## src/rtl/aes_gcm_pkg.sv

```systemverilog
// Shared types and constants for the GCM stream decrypt slice.
// Counter constants, state encoding and the 128-bit block type.
package aes_gcm_pkg;

   typedef logic [127:0] block_t;

   typedef enum logic [1:0] {
      ST_IDLE,
      ST_STREAM,
      ST_TAG,
      ST_DONE
   } state_t;

   localparam logic [31:0] CTR_INIT = 32'd2;
   localparam logic [31:0] TAG_CTR  = 32'd1;

endpackage

```

## src/rtl/aes_gcm_stream_decrypt_if.sv

```systemverilog
// Ciphertext-in / plaintext-out valid/ready stream bundle.
// slave is the decryptor's view, master is the producer/consumer side.
interface aes_gcm_stream_decrypt_if #(
   parameter int DATA_W = 32
);
   logic [DATA_W-1:0] ct_data;
   logic              ct_valid;
   logic              ct_ready;
   logic [DATA_W-1:0] pt_data;
   logic              pt_valid;
   logic              pt_last;
   logic              pt_ready;

   modport slave (
      input  ct_data, ct_valid, pt_ready,
      output ct_ready, pt_data, pt_valid, pt_last
   );

   modport master (
      output ct_data, ct_valid, pt_ready,
      input  ct_ready, pt_data, pt_valid, pt_last
   );
endinterface

```

## src/rtl/gcm_tag_accum.sv

```systemverilog
// Running tag accumulator: rotate-left-by-one then xor in each
// ciphertext word, zero-extended to a full block.
module gcm_tag_accum
   import aes_gcm_pkg::*;
#(
   parameter int DATA_W = 32
) (
   input  logic              clk,
   input  logic              reset_n,
   input  logic              clear,
   input  logic              update,
   input  logic [DATA_W-1:0] data,
   output block_t            acc
);

   always_ff @(posedge clk or negedge reset_n) begin
      if (!reset_n) begin
         acc <= '0;
      end else if (clear) begin
         acc <= '0;
      end else if (update) begin
         acc <= {acc[126:0], acc[127]} ^ block_t'(data);
      end
   end

endmodule

```

## src/rtl/aes_gcm_stream_decrypt.sv

```systemverilog
// Streaming GCM-style decryptor: counter keystream xor, tag accumulate,
// tag compare, idle-timeout abort.
module aes_gcm_stream_decrypt
   import aes_gcm_pkg::*;
#(
   parameter int DATA_W       = 32,
   parameter int LEN_W        = 16,
   parameter int IDLE_TIMEOUT = 100
) (
   input  logic             clk,
   input  logic             reset_n,
   input  logic [255:0]     key,
   input  logic [95:0]      iv,
   input  logic             start,
   input  logic [LEN_W-1:0] msg_len,
   input  block_t           tag_in,
   output logic             busy,
   output logic             auth_done,
   output logic             auth_ok,
   output logic             error,
   aes_gcm_stream_decrypt_if.slave strm
);

   state_t           state, state_nx;
   logic [255:0]     key_q;
   logic [95:0]      iv_q;
   logic [LEN_W-1:0] len_q;
   block_t           tag_q;
   logic [31:0]      idx;
   logic [31:0]      idle_cnt;
   logic             ok_q, err_q;
   logic             start_ok, xfer, last_w, timeout;
   block_t           j_blk, ks_blk, acc, tag_calc;

   assign start_ok = start && (state == ST_IDLE);
   assign xfer     = strm.ct_valid && strm.ct_ready;
   assign last_w   = idx == (32'(len_q) - 32'd1);
   assign timeout  = (state == ST_STREAM) && !strm.ct_valid &&
                     (idle_cnt == 32'(IDLE_TIMEOUT - 1));

   // Counter field wraps on its own 32 bits, never touching iv.
   assign j_blk    = {iv_q, CTR_INIT + idx};
   assign ks_blk   = key_q[127:0] ^ j_blk;
   assign tag_calc = acc ^ key_q[255:128] ^ {iv_q, TAG_CTR};

   gcm_tag_accum #(
      .DATA_W (DATA_W)
   ) u_acc (
      .clk     (clk),
      .reset_n (reset_n),
      .clear   (start_ok),
      .update  (xfer),
      .data    (strm.ct_data),
      .acc     (acc)
   );

   always_ff @(posedge clk or negedge reset_n) begin
      if (!reset_n) state <= ST_IDLE;
      else          state <= state_nx;
   end

   always_comb begin
      state_nx = state;
      unique case (state)
         ST_IDLE:
            if (start)
               state_nx = (msg_len == '0) ? ST_TAG : ST_STREAM;
         ST_STREAM:
            if (xfer && last_w) state_nx = ST_TAG;
            else if (timeout)   state_nx = ST_DONE;
         ST_TAG:  state_nx = ST_DONE;
         ST_DONE: state_nx = ST_IDLE;
         default: state_nx = ST_IDLE;
      endcase
   end

   always_comb begin
      busy          = state != ST_IDLE;
      auth_done     = state == ST_DONE;
      auth_ok       = auth_done && ok_q;
      error         = auth_done && err_q;
      strm.ct_ready = (state == ST_STREAM) &&
                      (!strm.pt_valid || strm.pt_ready);
   end

   always_ff @(posedge clk or negedge reset_n) begin
      if (!reset_n) begin
         key_q         <= '0;
         iv_q          <= '0;
         len_q         <= '0;
         tag_q         <= '0;
         idx           <= '0;
         idle_cnt      <= '0;
         ok_q          <= 1'b0;
         err_q         <= 1'b0;
         strm.pt_data  <= '0;
         strm.pt_valid <= 1'b0;
         strm.pt_last  <= 1'b0;
      end else begin
         if (start_ok) begin
            key_q    <= key;
            iv_q     <= iv;
            len_q    <= msg_len;
            idx      <= '0;
            idle_cnt <= '0;
            ok_q     <= 1'b0;
            err_q    <= 1'b0;
         end
         if (state == ST_STREAM)
            idle_cnt <= strm.ct_valid ? '0 : idle_cnt + 32'd1;
         if (xfer) begin
            idx          <= idx + 32'd1;
            strm.pt_data <= strm.ct_data ^ ks_blk[DATA_W-1:0];
            strm.pt_last <= last_w;
         end
         if (xfer)               strm.pt_valid <= 1'b1;
         else if (strm.pt_ready) strm.pt_valid <= 1'b0;
         if (timeout) begin
            ok_q  <= 1'b0;
            err_q <= 1'b1;
         end
         if ((state_nx == ST_TAG) && (state != ST_TAG))
            tag_q <= tag_in;
         if (state == ST_TAG)
            ok_q <= tag_calc == tag_q;
      end
   end

endmodule
```

## src/flat_wrapper.sv

```systemverilog
// flat-port wrapper written by rule: the top's interface ports become plain ports
module aes_gcm_stream_decrypt_flat import aes_gcm_pkg::*;
#(
   parameter int DATA_W       = 32,
   parameter int LEN_W        = 16,
   parameter int IDLE_TIMEOUT = 100
)
  (clk, reset_n, key, iv, start, msg_len, tag_in, busy, auth_done, auth_ok, error, strm_ct_data, strm_ct_valid, strm_pt_ready, strm_ct_ready, strm_pt_data, strm_pt_valid, strm_pt_last);
  aes_gcm_stream_decrypt_if #(.DATA_W(DATA_W)) strm_i ();
  input  logic clk;
  input  logic reset_n;
  input  logic [255:0] key;
  input  logic [95:0] iv;
  input  logic start;
  input  logic [LEN_W-1:0] msg_len;
  input  block_t tag_in;
  output logic busy;
  output logic auth_done;
  output logic auth_ok;
  output logic error;
  input wire logic [$bits(strm_i.ct_data)-1:0] strm_ct_data;
  input wire logic [$bits(strm_i.ct_valid)-1:0] strm_ct_valid;
  input wire logic [$bits(strm_i.pt_ready)-1:0] strm_pt_ready;
  output wire logic [$bits(strm_i.ct_ready)-1:0] strm_ct_ready;
  output wire logic [$bits(strm_i.pt_data)-1:0] strm_pt_data;
  output wire logic [$bits(strm_i.pt_valid)-1:0] strm_pt_valid;
  output wire logic [$bits(strm_i.pt_last)-1:0] strm_pt_last;
  assign strm_i.ct_data = strm_ct_data;
  assign strm_i.ct_valid = strm_ct_valid;
  assign strm_i.pt_ready = strm_pt_ready;
  assign strm_ct_ready = strm_i.ct_ready;
  assign strm_pt_data = strm_i.pt_data;
  assign strm_pt_valid = strm_i.pt_valid;
  assign strm_pt_last = strm_i.pt_last;
  aes_gcm_stream_decrypt #(.DATA_W(DATA_W), .LEN_W(LEN_W), .IDLE_TIMEOUT(IDLE_TIMEOUT)) u_core (.clk(clk), .reset_n(reset_n), .key(key), .iv(iv), .start(start), .msg_len(msg_len), .tag_in(tag_in), .busy(busy), .auth_done(auth_done), .auth_ok(auth_ok), .error(error), .strm(strm_i));
endmodule
```

## config.mk

```make
export PLATFORM = sky130hd
export DESIGN_NAME = aes_gcm_stream_decrypt_flat
export DESIGN_NICKNAME = d
export VERILOG_FILES = /design/src/rtl/aes_gcm_pkg.sv /design/src/rtl/aes_gcm_stream_decrypt_if.sv /design/src/rtl/gcm_tag_accum.sv /design/src/rtl/aes_gcm_stream_decrypt.sv /design/src/flat_wrapper.sv
export SDC_FILE = /design/constraint.sdc
export NUM_CORES = 1
export LEC_CHECK = 0
export CAP_MARGIN = 30
export CORE_AREA = 2 2 242 244
export DETAILED_ROUTE_END_ITERATION = 12
export DIE_AREA = 0 0 244 246
export PLACE_DENSITY = 0.86
export SLEW_MARGIN = 10
export SYNTH_ARGS = -nofsm -noshare
export SYNTH_HDL_FRONTEND = slang
export SYNTH_SLANG_ARGS = --single-unit
```

## constraint.sdc

```tcl
create_clock -name clk -period 5.1 [get_ports clk]
set_input_delay 0.765 -clock clk [delete_from_list [all_inputs] [get_ports clk]]
set_output_delay 0.765 -clock clk [all_outputs]
set_load 0.03 [all_outputs]
```

Word level (Yosys, flattened, before mapping)
Index checks and enable logic that the tools add are counted.
{ "totals": {"regBits": 726, "input_bits": 533, "out_inout_bits": 39, "elab_cells": 67} }
{ "classes": {"n_addsub": 4, "eq_ne": 8, "mux": 17, "bitwise_logic": 5, "reduce_logical": 20} }
{ "op_table": {"columns": ["cell", "count"], "rows": [
  ["two-way mux 128 bit", 2],
  ["XOR 128 bit", 2],
  ["equality test 128 bit", 1],
  ["two-way mux 32 bit", 4],
  ["XOR 128 x 32 -> 128 bit", 1],
  ["adder 32 x 1 -> 32 bit (second input constant)", 2],
  ["XOR 32 bit", 2],
  ["adder 2 x 32 -> 32 bit (first input constant)", 1],
  ["equality test 32 bit", 1],
  ["equality test 32 x 7 -> 1 bit (second input constant)", 1],
  ["subtractor 16 x 1 -> 17 bit (second input constant)", 1],
  ["logical NOT 16 bit", 1],
  ["nonzero test 2 bit", 5],
  ["logical AND 1 bit", 9],
  ["two-way mux 2 bit", 4],
  ["one-hot mux 2 bit (4 select lines)", 1],
  ["equality test 2 bit (second input constant)", 3],
  ["two-way mux 1 bit", 6],
  ["nonzero test 3 bit", 1],
  ["equality test 2 x 1 -> 1 bit (second input constant)", 1],
  ["logical NOT 1 bit", 2],
  ["logical NOT 2 bit", 1],
  ["!= test 2 bit (second input constant)", 1],
  ["logical OR 1 bit", 1]
]} }

Depth between registers and ports, before layout
Gate-level depths: netlist (run 1).
{ "depth": {"word_depth": 9, "ltp_mapped": 12, "depth_no_buf": 9} }

Modules after synthesis
From an unflattened synthesis (run 1), not the netlist that was laid out.
{ "unflattened": {"hier_cells": 3775, "area_unflattened_um2": 33918.8} }
{ "modules_own_cells": {"columns": ["module", "n_inst", "cells_each", "area_each_um2", "seq_area_each_um2"], "rows": [
  ["aes_gcm_stream_decrypt", 1, 3327, 28519.9, 12562.0],
  ["gcm_tag_accum", 1, 448, 5398.9, 3203.1]
]} }

Worst setup path before layout (run 1)
Ideal clock, no wire load.
{ "synth_path": {"path_kind": "register to register", "from": "reg u_core.idle_cnt[13]", "to": "reg u_core.tag_q[14]", "setup_ns": 0.141, "arrival_time_ns": 2.724, "t_required_ns": 4.959, "slack_ns": 2.235, "stages_incl_launch_ff": 10, "path_buffers": 3, "synth_period_minus_slack_ns": 2.865, "cell_sequence": "dfrtp_1 > or4_1 > or4_1 > or4_4 > a21o_1 > buf_2 > buf_2 > buf_2 > a31oi_1 > o311ai_1"} }
{ "synth_via": {"elab_chain_len": 7} }
{ "synth_lines": {"columns": ["item", "line_no", "rtl"], "rows": [
  ["start, declared", "aes_gcm_stream_decrypt.sv:30", "logic [31:0] idle_cnt;"],
  ["start signal, assigned", "aes_gcm_stream_decrypt.sv:110", "idle_cnt <= strm.ct_valid ? '0 : idle_cnt + 32'd1;"],
  ["equality test 32 x 7 -> 1 bit", "aes_gcm_stream_decrypt.sv:39", "(idle_cnt == 32'(IDLE_TIMEOUT - 1));"],
  ["logical AND 1 bit", "aes_gcm_stream_decrypt.sv:38", "assign timeout = (state == ST_STREAM) && !strm.ct_valid &&"],
  ["two-way mux 2 bit", "aes_gcm_stream_decrypt.sv:70", "else if (timeout) state_nx = ST_DONE;"],
  ["two-way mux 2 bit", "aes_gcm_stream_decrypt.sv:69", "if (xfer && last_w) state_nx = ST_TAG;"],
  ["one-hot mux 2 bit (4 select lines)", "aes_gcm_stream_decrypt.sv:64", "unique case (state)"],
  ["equality test 2 bit", "aes_gcm_stream_decrypt.sv:122", "if ((state_nx == ST_TAG) && (state != ST_TAG))"],
  ["logical AND 1 bit", "aes_gcm_stream_decrypt.sv:122", null],
  ["end signal, assigned", "aes_gcm_stream_decrypt.sv:123", "tag_q <= tag_in;"],
  ["end, declared", "aes_gcm_stream_decrypt.sv:28", "block_t tag_q;"]
]} }
Every way passes these cells.
A chain may end at the register's enable or synchronous reset.

Final worst setup path (run 1)
{ "layout_path": {"from": "reg u_core.state[0]", "to": "reg u_core.tag_q[69]"} }
{ "layout_via": {"elab_chain_len": 8, "word_cells_on_any_way": 16, "classes_between": "5 x eq/ne; 4 x mux; 7 x reduce/logical"} }
{ "layout_lines": {"columns": ["item", "line_no", "rtl"], "rows": [
  ["start, declared", "aes_gcm_stream_decrypt.sv:24", "state_t state, state_nx;"],
  ["start signal, assigned", "aes_gcm_stream_decrypt.sv:59", "else state <= state_nx;"],
  ["equality test 2 x 1 -> 1 bit", "aes_gcm_stream_decrypt.sv:38, aes_gcm_stream_decrypt.sv:64, aes_gcm_stream_decrypt.sv:82", null],
  ["logical AND 1 bit, on equally long branches", "aes_gcm_stream_decrypt.sv:38, aes_gcm_stream_decrypt.sv:82", null],
  ["logical AND 1 bit, on equally long branches", "aes_gcm_stream_decrypt.sv:38, aes_gcm_stream_decrypt.sv:36", null],
  ["two-way mux 2 bit / logical AND 1 bit (equally long branches)", "aes_gcm_stream_decrypt.sv:70, aes_gcm_stream_decrypt.sv:69", null],
  ["two-way mux 2 bit", "aes_gcm_stream_decrypt.sv:69", null],
  ["one-hot mux 2 bit (4 select lines)", "aes_gcm_stream_decrypt.sv:64", null],
  ["equality test 2 bit", "aes_gcm_stream_decrypt.sv:122", null],
  ["logical AND 1 bit (*)", "aes_gcm_stream_decrypt.sv:122", null]
]} }
Mark *: on every way between the ends. The rest lies on a longest branch, timed or not.

==> results.md, run 1 <==
* Status: finished, final reports clean
* Dpl ws at 1.09 ns
* Top Ports at 572
* Core Region at 57,400 µm²
* Sw frac at 41.2%
* Proportion of netlist area held by the largest area contributor at 47.7%
* YS warnings at 0
* Share of layout cells above drive strength 1 at 3.97%
* Row cnt at 88
* Internal at 13.5 mW
* I/O Buffers at 475
* DIE HEIGHT at 246 µm
* Max Cap Viol at 0
* Antenna viol nets, final at 0
* DIE AREA at 60,000 µm²
* Number of fill cells at 4,128
* Pins Over Slew Limit at 0
* Vias in the first global route at 28,400
* Total grt overflow at 0
* Hold Crit Class: input pin to asynchronous set/reset pin
* Crit end category: flip-flop
* DRT Pass-1 Iters at 6
* Period minus WS final at 3.67 ns
* Global-route wire length before repair at 165,000 µm
* Longest Clk Path Bufs at 3
* Pwr per Cell Area at 565 nW/µm²
* CTS hold repair buffers at 0
* Switching power at 9.44 mW
* Final setup violation count at 0
* #FFs+latches synth at 630
* RSZ-0062 raised after global routing: no
* Top_reg_cell synth: dfrtp_1
* CP Launch Type: flip-flop
* Setup TNS at 0 ns
* Final Worst Setup Slack at 1.43 ns
* Max-slew headroom at 28.5%
* Clk pwr share at 23.2%
* Yosys top cell by area: dfrtp_1
* Post-DP HPWL at 74,300 µm
* DR vias at 30,100
* DR DRC count at 0
* Area growth syn-to-layout at 22.7%
* Post_cts resized at 0
* Starting Density at 57.6%
* DR vias/cell at 6.19
* RD Place Congestion at 0.930
* Post-synth EDFFs at 0
* Mapped Nets at 4,265
* Seq/Total Area, Yosys at 47.7%
* Worst Skew at 0.0291 ns
* Metal-1 WL at 42,100 µm
* Leakage power at 18.3 nW
* Critical Path RT at 5.55 ns
* Initial antenna violation count at 25
* Crit-path max FO at 81
* Seq pwr share at 34.9%
* FMAX at 273 MHz
* Share of flip-flops with an asynchronous set or reset at 100%
* Comb power frac at 41.9%
* CTS Buf Count at 69
* Nets at 4,567
* Die width at 244 µm
* CP arrival at 4.12 ns
* Post-CTS setup buffers at 0
* Mean post-synth cell area at 8.87 µm²
* Critical path class: flip-flop to flip-flop
* Met2 WL post-DR at 48,600 µm
* Pin count of the biggest net entering global routing at 231
* Tot GR Track Use at 35.5%
* Cells after Synth at 3,728
* TritonCTS clock tree: built
* Highest routed layer: met5
* Met3 routed WL at 10,500 µm
* Worst-margin pin slew at 1.06 ns
* Clock Sinks at 630
* Routed wire per std cell at 22.2 µm
* Htree depth at 3
* Dominant cells by area after synthesis: dfrtp_1 48%, nand2_1 14%, xnor2_1 8.3%
* Inst Count DP at 4,724
* Final hold violations at 0
* CTS Root Cell: clkbuf_16
* Initial DRC Count at 3,616
* Total wire length at 108,000 µm
* Fin crit share at 71.9%
* Synth unique cells at 67
* Post-synthesis cell area at 33,100 µm²
* Final core occ at 70.7%
* Worst VDD drop at 0.486 mV
* Final cell count without fillers at 4,867
* Clk slew on worst S/H paths at 0.06 ns
* Worst-Skew Late Latency at 0.62 ns
-- power groups by stage --
stage                     registers, mW  logic, mW  clock network (mW)
after floorplan                    7.83       6.09                   0
after global placement             7.93       9.07                   0
after detailed placement           8.00       9.35                   0
after CTS                          7.94       9.47                5.34
after global routing               8.15       10.3                5.54
final                              7.99       9.61                5.32
-- worst max-delay path, cell delays in order (launching register included) --
cell and delay (ns):
dfrtp_1 0.46, nor2b_1 0.53, nand2b_1 0.49, or4_4 0.69, a21o_4 0.52, buf_4 0.38, a31oi_1 0.23, o311ai_1 0.15
-- cell usage after synthesis, types with 12 or more instances --
library cell / n
nand2_1: 1240
dfrtp_1: 630
xnor2_1: 314
nand3_1: 301
clkbuf_1: 187
o2bb2ai_1: 133
a31oi_1: 132
o311ai_1: 123
xor2_1: 123
o21ai_0: 102
nor2_1: 59
buf_2: 50
nor4_1: 40
nand4_1: 36
buf_1: 26
nor3_1: 18
buf_6: 13
mux2i_1: 13
xnor3_1: 12
-- final timing paths --
| kind | from | endpoint | slack, ns | depth (start not counted) |
|---|---|---|---|---|
| setup / recovery | u_core.state[0] | u_core.tag_q[69] | 1.43 | 7 |
| hold / removal | reset_n | u_core.strm.pt_data[18] | 0.19 | 1 |
| min in group clk | u_core.strm.pt_data[21] | u_core.strm.pt_data[21] | 0.49 | 2 |
| max in group asynchronous | reset_n | u_core.key_q[222] | 3.58 | 2 |
| hold reg to reg | u_core.strm.pt_data[21] | u_core.strm.pt_data[21] | 0.49 | 2 |
| setup reg to reg | u_core.state[0] | u_core.tag_q[69] | 1.43 | 7 |
-- cell families after synthesis --
group | after synthesis | synth area share [%]
fa+ha+maj | 4 | 0.151
flops | 630 | 47.7
simple gates | 1755 | 22.4
xor+xnor | 449 | 12.4
mux | 13 | 0.394
compound gates | 587 | 13.1
buf+inv | 290 | 3.81
-- flip-flops by register name, indices dropped and copies added, names as in the netlist --
signal / count
u_core.tag_q: 128
u_core.strm.pt_valid: 1
u_core.key_q: 160
u_core.idle_cnt: 32
u_core.strm.pt_last: 1
u_core.iv_q: 96
u_core.u_acc.acc: 128
u_core.state: 2
u_core.err_q: 1
u_core.ok_q: 1
u_core.len_q: 16
u_core.strm.pt_data: 32
u_core.idx: 32
-- metal layers --
layer  vias up  global-route usage [%]
met4        16                    20.3
met5         -                       0
met1     14700                    47.3
met2      1617                    53.7
li1      13500                       -
met3       326                    7.91
-- through the flow --
step	cell area, µm²	power (mW)	hold WS, ns
after floorplan	33100	13.9	0.440
after global placement	38100	17.0	0.453
after detailed placement	38100	17.3	0.470
after CTS	40500	22.8	0.236
after global routing	40500	24.0	0.265
final	40600	22.9	0.190
-- area by class of cell --
type	count	area [µm²]	share of cell area, %
flip-flops and latches	630	15800	38.9
repair buffers	510	5280	13.0
diodes	19	47.5	0.117
clock buffers	100	2010	4.97
multi-input cells	2808	16100	39.7
inverters	11	41.3	0.102
well taps	765	957	2.36
clock inverters	24	358	0.882
-- cell usage in the layout (no fill, tap or decap), drive strengths merged, types with 12 or more instances in the layout --
cell type      count
a31oi            132
buf               36
clkbuf           100
clkdlybuf4s50    474
dfrtp            630
diode             19
inv               16
mux2i             13
nand2           1240
nand3            301
nand4             37
nor2              59
nor3              19
nor4              42
o21ai            105
o2bb2ai          133
o311ai           128
xnor2            314
xnor3             12
xor2             123
No activity file was read; power rests on OpenSTA's default activity.
==> run 2, diff against run 1 <==
--- a/config.mk
+++ b/config.mk
@@ -6,10 +6,10 @@
 export NUM_CORES = 1
 export LEC_CHECK = 0
 export CAP_MARGIN = 30
-export CORE_AREA = 2 2 242 244
+export CORE_AREA = 2 2 251 253
 export DETAILED_ROUTE_END_ITERATION = 12
-export DIE_AREA = 0 0 244 246
-export PLACE_DENSITY = 0.86
+export DIE_AREA = 0 0 253 255
+export PLACE_DENSITY = 0.81
 export SLEW_MARGIN = 10
 export SYNTH_ARGS = -nofsm -noshare
 export SYNTH_HDL_FRONTEND = slang
==> constraint.sdc (replaced) <==
create_clock -name clk -period 3.5 [get_ports clk]
set_input_delay 0.525 -clock clk [delete_from_list [all_inputs] [get_ports clk]]
set_output_delay 0.525 -clock clk [all_outputs]
set_load 0.03 [all_outputs]
==> run 2 against run 1 <==
- worst setup slack got worse by 1.1 ns
- global-route usage decreased by 1.8 points
- largest power group unchanged
- clock skew increased by 0.0022 ns
- maximum frequency increased by 14%
- sequential share of layout area decreased by 0.57 points
- non-clock buffer count increased by 31
- critical endpoint is now u_core.tag_q[103]
- hold slack improved by 0.24 ns
- sequential power increased by 46%
- count of clock-buffer cells in the layout increased by 3
- first-iteration DRC count decreased by 8.6%
- cell area increased by 1.5%
- wire length increased by 1.9%
==> results.md, run 2 (same netlist as run 1, synthesis figures left out) <==
* Status: finished, final reports clean (unchanged)
* Pins Over Slew Limit at 0 (unchanged)
* Global-route wire length before repair at 166,000 µm (was 165,000 µm)
* Pwr per Cell Area at 819 nW/µm² (was 565 nW/µm²)
* Vias in the first global route at 28,400 (about the same)
* Post-route cell area at 41,200 µm² (was 40,600 µm²)
* Nets at 4,599 (was 4,567)
* DR vias/cell at 6.05 (was 6.19)
* Worst-margin pin slew at 0.976 ns (was 1.06 ns)
* Placed inst area at 38,700 µm² (was 38,100 µm²)
* Worst-Skew Late Latency at 0.62 ns (about the same)
* Crit-path max FO at 86 (was 81)
* Htree depth at 3 (unchanged)
* Total grt overflow at 0 (unchanged)
* Tot GR Track Use at 33.6% (was 35.5%)
* Longest Clk Path Bufs at 3 (unchanged)
* DRT Pass-1 Iters at 6 (unchanged)
* Worst Skew at 0.0313 ns (was 0.0291 ns)
* CP arrival at 3.69 ns (was 4.12 ns)
* Pin count of the biggest net entering global routing at 231 (unchanged)
* Area growth syn-to-layout at 24.5% (was 22.7%)
* Critical path class: flip-flop to flip-flop (unchanged)
* Starting Density at 53.2% (was 57.6%)
* Setup TNS at 0 ns (unchanged)
* Register area at 15,800 µm² (unchanged)
* CP Launch Type: flip-flop (unchanged)
* Largest registers: u_core.key_q x160, u_core.tag_q x128, u_core.u_acc.acc x128 (unchanged)
* Worst VDD drop at 0.414 mV (was 0.486 mV)
* TritonCTS clock tree: built (unchanged)
* Antenna viol nets, final at 0 (unchanged)
* Top Ports at 572 (unchanged)
* Commonest non-fill, non-tap cell in the layout: nand2_1 (unchanged)
* DIE HEIGHT at 255 µm (was 246 µm)
* DIE AREA at 64,500 µm² (was 60,000 µm²)
* CTS Root Cell: clkbuf_16 (unchanged)
* RD Place Congestion at 0.984 (was 0.930)
* Reg with most FFs: u_core.key_q (unchanged)
* Max-slew headroom at 34.9% (was 28.5%)
* Pwr Total at 33.7 mW (was 22.9 mW)
* Clk slew on worst S/H paths at 0.06 ns (about the same)
* Number of fill cells at 4,877 (was 4,128)
* Clock Sinks at 630 (unchanged)
* Core Region at 62,200 µm² (was 57,400 µm²)
* Max Cap Viol at 0 (unchanged)
* Total wire length at 110,000 µm (was 108,000 µm)
* Crit end category: flip-flop (unchanged)
* Hold Crit Class: input pin to flip-flop (was input pin to asynchronous set/reset pin)
* Share of layout cells above drive strength 1 at 4.65% (was 3.97%)
* Leakage power at 18.6 nW (was 18.3 nW)
* Final hold violations at 0 (unchanged)
* DR DRC count at 0 (unchanged)
* Period minus WS final at 3.21 ns (was 3.67 ns)
* Die width at 253 µm (was 244 µm)
* I/O Buffers at 475 (unchanged)
* FMAX at 312 MHz (was 273 MHz)
* Initial antenna violation count at 31 (was 25)
* Most frequent cells in the layout: 1,238 x nand2_1, 630 x dfrtp_1, 474 x clkdlybuf4s50_1 (unchanged)
* Fin crit share at 91.7% (was 71.9%)
* Post-DP HPWL at 78,200 µm (was 74,300 µm)
* RSZ-0062 raised after global routing: no (unchanged)
* DR vias at 29,800 (was 30,100)
* Largest register FFs at 160 (unchanged)
* Routed wire per std cell at 22.3 µm (was 22.2 µm)
* Initial DRC Count at 3,306 (was 3,616)
* CTS Buf Count at 70 (was 69)
* Row cnt at 92 (was 88)
* Critical Path RT at 3.98 ns (was 5.55 ns)
* Final setup violation count at 0 (unchanged)
* Multi-input logic area at 16,100 µm² (unchanged)
## run 2: cell type report
cell class | instances | area share (%)
multi-input combinational | 2808 | 39.1
sequential | 630 | 38.3
timing repair buffer | 541 | 14.1
clock buffer | 103 | 5.17
tap | 799 | 2.43
clock inverter | 16 | 0.690
antenna | 25 | 0.152
inverter | 11 | 0.100
## run 2: final timing paths
kind	startpoint	to	slack [ns]	depth (start not counted)
min in group asynchronous	reset_n	u_core.key_q[173]	0.49	2
min	key[23]	u_core.key_q[23]	0.43	3
max in group asynchronous	reset_n	u_core.tag_q[10]	1.98	4
min reg2reg	u_core.strm.pt_data[9]	u_core.strm.pt_data[9]	0.48	2
max reg2reg	u_core.idle_cnt[13]	u_core.tag_q[103]	0.29	7
max	u_core.idle_cnt[13]	u_core.tag_q[103]	0.29	7
## run 2: timing repair
action                    CTS  global route
setup buffers               0             0
gates resized for setup     0             0
hold endpoints to repair   54             0
hold buffers                1             0
## run 2: power breakdown
group	switching (mW)	leakage [nW]	total (mW)	internal, mW
Combinational	8.45	9.76	14.2	5.79
Clock	3.09	1.19	7.81	4.72
Sequential	2.15	7.61	11.7	9.51
## run 2: routing by layer
metal / up-vias / part of all wire [%] / GRT usage, %
met1: 14500 / 39 / 43.9
met3: 315 / 9.6 / 8.19
met2: 1430 / 45 / 51.6
met4: 14 / 5.9 / 18.8
li1: 13600 / - / -
met5: - / 0.092 / 0
## run 2: worst max-delay path: stages, from the launching register on
cell and delay [ns]:
dfrtp_1 0.44, or4_1 0.53, or4_1 0.54, or4_4 0.47
a21o_4 0.36, buf_12 0.26, a31oi_1 0.24, o311ai_1 0.16
## run 2: stage by stage
step / util (%) / setup slack [ns] / std cells / hold WS [ns]
after floorplan: - / 0.635 / 3728 / 0.229
after global placement: 62.2 / 0.418 / 4787 / 0.457
after detailed placement: 62.2 / 0.351 / 4788 / 0.458
after CTS: 66.1 / 0.299 / 4908 / 0.404
after global routing: 66.2 / 0.129 / 4924 / 0.425
final: 66.2 / 0.290 / 4933 / 0.430
